<file path="src/rtl/id_ex_stage.sv">
// ID/EX pipeline register for the MIPS core. Bypasses same-cycle write-back into
// the decoded operands, detects load-use hazards and inserts bubbles on stall or flush.
module id_ex_stage #(
  parameter int DW = 32,
  parameter int AW = 5,
  parameter int CW = 16
) (
  input  logic          clk,
  input  logic          reset,
  input  logic          id_valid,
  input  logic [AW-1:0] id_rs,
  input  logic [AW-1:0] id_rt,
  input  logic [AW-1:0] id_rd,
  input  logic          id_uses_rt,
  input  logic          id_regdst,
  input  logic          id_regwrite,
  input  logic          id_memread,
  input  logic          id_memwrite,
  input  logic          id_alusrc,
  input  logic [3:0]    id_aluop,
  input  logic [DW-1:0] id_imm,
  input  logic [DW-1:0] rf_data1,
  input  logic [DW-1:0] rf_data2,
  input  logic          wb_we,
  input  logic [AW-1:0] wb_reg,
  input  logic [DW-1:0] wb_data,
  input  logic          flush,
  input  logic          ex_hold,
  output logic          stall,
  output logic          ex_valid,
  output logic          ex_regwrite,
  output logic          ex_memread,
  output logic          ex_memwrite,
  output logic          ex_alusrc,
  output logic [3:0]    ex_aluop,
  output logic [DW-1:0] ex_a,
  output logic [DW-1:0] ex_b,
  output logic [DW-1:0] ex_imm,
  output logic [AW-1:0] ex_rs,
  output logic [AW-1:0] ex_rt,
  output logic [AW-1:0] ex_dest,
  output logic [CW-1:0] stall_count
);

  logic          byp_a, byp_b;
  logic [DW-1:0] op_a, op_b;
  logic          haz;
  logic          count_en;
  logic [AW-1:0] dest_sel;

  // Register 0 is hard-wired, so a write-back to it must never be forwarded.
  assign byp_a = wb_we && (wb_reg == id_rs) && (id_rs != '0);
  assign byp_b = wb_we && (wb_reg == id_rt) && (id_rt != '0);
  assign op_a  = byp_a ? wb_data : rf_data1;
  assign op_b  = byp_b ? wb_data : rf_data2;

  assign haz = id_valid && ex_valid && ex_memread && (ex_dest != '0) &&
               ((ex_dest == id_rs) || (id_uses_rt && (ex_dest == id_rt)));

  assign stall    = (haz && !flush) || ex_hold;
  assign count_en = haz && !flush && !ex_hold;
  assign dest_sel = id_regdst ? id_rd : id_rt;

  always_ff @(posedge clk or posedge reset) begin
    if (reset) begin
      ex_valid    <= 1'b0;
      ex_regwrite <= 1'b0;
      ex_memread  <= 1'b0;
      ex_memwrite <= 1'b0;
      ex_alusrc   <= 1'b0;
      ex_aluop    <= '0;
      ex_a        <= '0;
      ex_b        <= '0;
      ex_imm      <= '0;
      ex_rs       <= '0;
      ex_rt       <= '0;
      ex_dest     <= '0;
    end else if ((flush && !ex_hold) || (!ex_hold && haz)) begin
      ex_valid    <= 1'b0;
      ex_regwrite <= 1'b0;
      ex_memread  <= 1'b0;
      ex_memwrite <= 1'b0;
      ex_alusrc   <= 1'b0;
      ex_aluop    <= '0;
      ex_a        <= '0;
      ex_b        <= '0;
      ex_imm      <= '0;
      ex_rs       <= '0;
      ex_rt       <= '0;
      ex_dest     <= '0;
    end else if (!ex_hold) begin
      ex_valid    <= id_valid;
      ex_regwrite <= id_valid && id_regwrite;
      ex_memread  <= id_valid && id_memread;
      ex_memwrite <= id_valid && id_memwrite;
      ex_alusrc   <= id_valid && id_alusrc;
      ex_aluop    <= id_valid ? id_aluop : 4'h0;
      ex_a        <= op_a;
      ex_b        <= op_b;
      ex_imm      <= id_imm;
      ex_rs       <= id_rs;
      ex_rt       <= id_rt;
      ex_dest     <= (id_valid && id_regwrite) ? dest_sel : '0;
    end
  end

  // Counts only real hazard stalls; saturates rather than wrapping.
  always_ff @(posedge clk or posedge reset) begin
    if (reset)
      stall_count <= '0;
    else if (count_en && (stall_count != '1))
      stall_count <= stall_count + {{(CW-1){1'b0}}, 1'b1};
  end

endmodule
</file>
<file path="config.mk">
export PLATFORM = sky130hd
export DESIGN_NAME = id_ex_stage
export DESIGN_NICKNAME = d
export VERILOG_FILES = /design/src/rtl/id_ex_stage.sv
export SDC_FILE = /design/constraint.sdc
export NUM_CORES = 1
export LEC_CHECK = 0
export ABC_CLOCK_PERIOD_IN_PS = 8300
export BUFFER_PORTS_ARGS = -buffer_cell sky130_fd_sc_hd__buf_4
export CAP_MARGIN = 20
export CORE_MARGIN = 1
export CORE_UTILIZATION = 45
export CTS_CLUSTER_DIAMETER = 120
export DETAILED_ROUTE_END_ITERATION = 8
export PLACE_DENSITY = 0.79
export SKIP_CTS_REPAIR_TIMING = 1
export SLEW_MARGIN = 30
export SYNTH_ARGS = -nofsm -noshare
export SYNTH_HDL_FRONTEND = slang
export SYNTH_SLANG_ARGS = --single-unit
</file>
<file path="constraint.sdc">
create_clock -name clk -period 8.3 [get_ports clk]
set_clock_uncertainty 0.1 [all_clocks]
set_input_delay 1.66 -clock clk [delete_from_list [all_inputs] [get_ports clk]]
set_output_delay 1.66 -clock clk [all_outputs]
set_load 0.02 [all_outputs]
</file>
[Word-level counts from Yosys, hierarchy flattened]
Index checks and enable logic that the tools add are counted.
Storage, ports and cells
  output and inout bits: 137
  latch bits: 0
  bits in read-only memories: 0
  input bits: 164
  memory bits (writable): 0
  bits in registers: 136
  memories kept: 0
  logic and storage cells: 75
Cells by class
  bitwise gates (word level): 0
  shift-type cells: 0
  reduce and logical (&&, ||, !) cells: 26
  divide/modulo/power cells: 0
  eq/ne operators: 6
  muxes and demuxes: 29
  $add $sub $neg: 1
  $lt $le $gt $ge: 0
  multiply operators: 0
Operator list (count)
  32-bit 2-to-1 mux: 8
  5-bit 2-to-1 mux: 8
  5-bit equality test: 4
  1-bit logical AND: 18
  16-bit by 1-bit adder with 16-bit output (second input constant): 1
  16-bit != test (second input constant): 1
  5-bit nonzero test: 3
  4-bit 2-to-1 mux: 3
  1-bit 2-to-1 mux: 10
  1-bit logical OR: 3
  1-bit zero test: 2
  2-bit by 1-bit != test with 1-bit output (second input constant): 1

[Longest topological paths before layout]
  depth after elaboration: 7
  gate-level depth with buffers: 8
  depth with buffers taken out: 6

[Worst setup path before layout]
No wires, ideal clock.
  path kind: input port to output port
  start: input port id_valid
  end: output port stall
  path slack: 3.921 ns
  buffers on the path: 1
  data required time: 6.540 ns
  arrival: 2.619 ns
  stages on the path: 5
  cell sequence: buf_2 > nand3_1 > a21oi_2 > nand2_4 > o21bai_1
Between the ends
  cells in the longest elaborated chain, start to end: 6
Ends and longest elaborated chain
  from (decl): line 10  | input logic id_valid,
  1-bit logical AND (4 in a row): line 57  | assign haz = id_valid && ex_valid && ex_memread && (ex_dest != '0) &&
  1-bit logical AND: line 60  | assign stall = (haz && !flush) || ex_hold;
  1-bit logical OR: line 60
  to (decl): line 29  | output logic stall,
No other way between the ends.

[Worst setup path after layout]
  start: input port id_rt[2]
  end: output port stall
Between the ends
  cells in the longest elaborated chain, start to end: 6
Ends and longest elaborated chain
  from (decl): line 12  | input logic [AW-1:0] id_rt,
  5-bit equality test: line 58  | ((ex_dest == id_rs) || (id_uses_rt && (ex_dest == id_rt)));
  1-bit logical AND: line 58
  1-bit logical OR: line 58
  1-bit logical AND: line 57
  1-bit logical AND: line 60
  1-bit logical OR: line 60
No other way between the ends.

==> results by group <==
Status
  – Status: completed

STA
  – Final Max Slew Viols: 0
  – Unrepaired setup endpoints after global routing: false
  – Fin crit share: 55.26%
  – Max-slew headroom: 46.57%
  – Post-route minimum period: 4.586 ns
  – Final hold vios: 0
  – Final Setup Violations: 0
  – Worst-margin pin slew: ~0.80 ns
  – Fmax: 218.0 MHz
  – Final setup margin: 3.714 ns
  – Setup TNS Final: 0 ns

Critical path
  – Reg2reg setup slack: a little over 6 ns
  – Worst Reg-to-Reg Cells: 6
  – CP Capture Type: output port
  – Worst reg2reg path endpoint: ex_b[20]
  – Crit path kind: input pin to output port
  – Worst EP arrival: 2.83 ns
  – RR Startpoint: ex_dest[2]
  – Max Fanout on Critical Path: 9
  – Type of element launching the critical path: input pin
  – Req. time, crit path: 6.54 ns

Synth
  – Post-synth EDFFs: 0
  – Largest family of logic cells by synthesized area: compound AO/OA/AOI/OAI gates
  – Syn. warnings: 0
  – Adder-cell area share of the yosys netlist: 0.2052%
  – Synthesized area: 6098 um2
  – Cells after Synth: 525
  – Top FF cell, synth: dfrtp_1
  – Fraction of registers with async set/reset: between 90% and 100%
  – Synth Area in XOR/XNOR: 4.452%
  – Sequential area share after synthesis: between 50% and 60%
  – Synth Area in Compound Gates: between 10 and 15%
  – Synth Net Count: 690
  – Mux contribution to synthesized area: 11.98%
  – Seq cells post-synth: 136
  – Avg Cell Area, Syn: 11.62 um2
  – Simple-gate area share of the yosys netlist: 9.089%
  – Synth cell types: 38

Drt
  – DRC: 0
  – Routed WL: about 19000 um
  – Via density: 5.394
  – Post-route ant nets: 0
  – Vias after detailed routing: 5399
  – Avg WL per Cell: between 15 and 20 um
  – Router iterations before antenna repair: 5
  – DR iter-0 viols: around 330

Place
  – Dpl ws: 3.744 ns
  – Detailed Place HPWL: 13680 um
  – Placed cell count: 970
  – Gpl congestion: 0.8787
  – IO buf count: 300

Final layout
  – Layout area overhead: 48.46%
  – Finished Layout Cells: between 1000 and 1500
  – # nets final: just under 1000
  – Ant diodes: 0
  – Ratio of cells with drive above 1 in the final layout: 42.55%

Global routing
  – Total grt overflow: 0
  – Antenna violations before repair: 0
  – Number of global-route vias before repair: 5533
  – Largest net degree at the start of global routing: 81
  – First-pass GRT wire length: around 29000 um
  – Total Routing Usage GR: approximately 27%

Power
  – Pwr Density: 207.8 nW/um2
  – Worst IR drop on VDD: 0.1714 mV
  – Leakage: 4.381 nW

Floorplan
  – Initial Util: between 40% and 50%
  – Ports: 301
  – # rows: 42
  – Die width: 118.4 um
  – Die footprint: between 10000 and 15000 um2
  – Core region area: 13240 um2
  – Die height: 118.4 um

Clock network
  – Reg clk slew, reported paths: 0.06 ns
  – H-tree levels: 4
  – Worst-skew pair later-pin latency: between 0.4 and 0.5 ns
  – CTS buffer count: 17
  – Root Driver: clkbuf_16
  – Worst-case clock buffer depth: 2
  – Clock tree from TritonCTS: done
  – CTS sink cnt: roughly 140

Hold path
  – Hold Path Depth: 2
  – Worst min path class: flop to flop
  – Hold Path End: ex_a[3]
  – Hold Startpoint: ex_a[3]

Job
  – Max Cap Viol: 0
-- placed cells by master, fill, tap and decap left out, drive strengths merged --
cell	Yosys	routed
o21ai	65	65
nor4	7	7
or2	1	1
clkbuf	20	18
buf	15	304
xnor2	15	15
ha	1	1
nand2b	1	1
and2	2	2
nor2	6	6
o31ai	1	1
a21oi	3	3
dfrtp	136	136
mux2	8	8
clkinv	0	3
mux2i	64	64
clkinvlp	0	3
bufinv	0	6
xor2	16	16
inv	2	3
nand4	5	5
nand2	75	75
o22ai	1	1
o21bai	1	1
a22o	44	44
and3	1	1
o31a	1	1
nand3	10	10
nor3	12	12
a32o	12	12
-- critical path, stage by stage --
cell      delay [ns]
buf_4           0.14
xnor2_1         0.15
nand4_1         0.17
o22ai_4         0.26
nand2_4         0.14
o21bai_1        0.15
buf_4           0.16
-- cell usage after synthesis (2+ instances only) --
cell type | n | area share [%]
a21oi_1 | 2 | 0.16
a22o_1 | 44 | 6.3
a32o_1 | 12 | 2.0
buf_2 | 3 | 0.25
buf_6 | 11 | 2.0
clkbuf_1 | 14 | 0.86
clkbuf_2 | 6 | 0.49
dfrtp_1 | 136 | 56
inv_1 | 2 | 0.12
mux2_2 | 7 | 1.3
mux2i_1 | 64 | 11
nand2_1 | 74 | 4.6
nand3_1 | 9 | 0.74
nand4_1 | 4 | 0.41
nor2_1 | 4 | 0.25
nor2_2 | 2 | 0.21
nor3_1 | 12 | 0.98
nor4_1 | 7 | 0.72
o21ai_0 | 46 | 3.8
o21ai_1 | 19 | 1.6
xnor2_1 | 15 | 2.2
xor2_1 | 16 | 2.3
-- cell type report --
| cell class | count | area [um2] |
|---|---|---|
| clock buffer | 18 | 429.2 |
| clock inverter | 13 | 226.5 |
| fill | 1006 | 4189 |
| inverter | 2 | 12.51 |
| multi-input combinational | 352 | 2480 |
| sequential | 136 | 3403 |
| tap | 176 | 220.2 |
| timing repair buffer | 304 | 2282 |
-- sequential cells by signal (all words and copies together), names as in the netlist --
register	cells
ex_aluop	4
ex_imm	32
ex_alusrc	1
ex_memwrite	1
ex_regwrite	1
ex_rs	5
stall_count	16
ex_b	32
ex_a	32
ex_valid	1
ex_rt	5
ex_dest	5
ex_memread	1
-- how the worst max path moves through the flow --
stage                     startpoint       to  cells after the start
after detailed placement    id_rt[2]    stall                      7
after CTS                   id_rt[2]    stall                      7
final                       id_rt[2]    stall                      7
after floorplan                reset  ex_a[0]                      1
after global placement      id_rs[4]    stall                      7
after global routing        id_rt[2]    stall                      7
-- report_power, final --
| group | total (W) | switching (W) | leakage, nW | internal [W] |
|---|---|---|---|---|
| logic | 0.000304 | 0.000159 | 2.28 | 0.000145 |
| registers | 0.000737 | 0.0000293 | 1.79 | 0.000708 |
| clock network | 0.000841 | 0.000280 | 0.312 | 0.000560 |
-- stage by stage --
stage	hold slack, ns	power [W]	cell area (um2)	utilization (%)
floorplan	0.4896	0.0008870	6098	-
global placement	0.3661	0.001046	8393	63.38
detailed placement	0.3777	0.001053	8398	63.42
CTS	0.3922	0.001895	9054	68.37
global route	0.4144	0.001945	9054	68.37
finish	0.3909	0.001882	9054	68.37
-- kinds of logic (layout without fill, tap and decap cells) --
logic type,Yosys count,in the layout
buffers and inverters,37,337
adder cells (fa/ha/maj),1,1
XOR/XNOR,31,31
AND/OR/NAND/NOR,120,120
flip-flops,136,136
AO/OA/AOI/OAI,128,128
multiplexers,72,72
-- per-layer routing --
| layer | share of wire [%] | vias to the layer above | global-route usage, % |
|---|---|---|---|
| met5 | 0 | - | 0 |
| met4 | 3.0 | 0 | 11.55 |
| met3 | 8.5 | 34 | 8.639 |
| met2 | 49 | 248 | 45.51 |
| met1 | 39 | 2655 | 31.32 |
| li1 | - | 2462 | - |
Power figures use the tool's default switching activity.
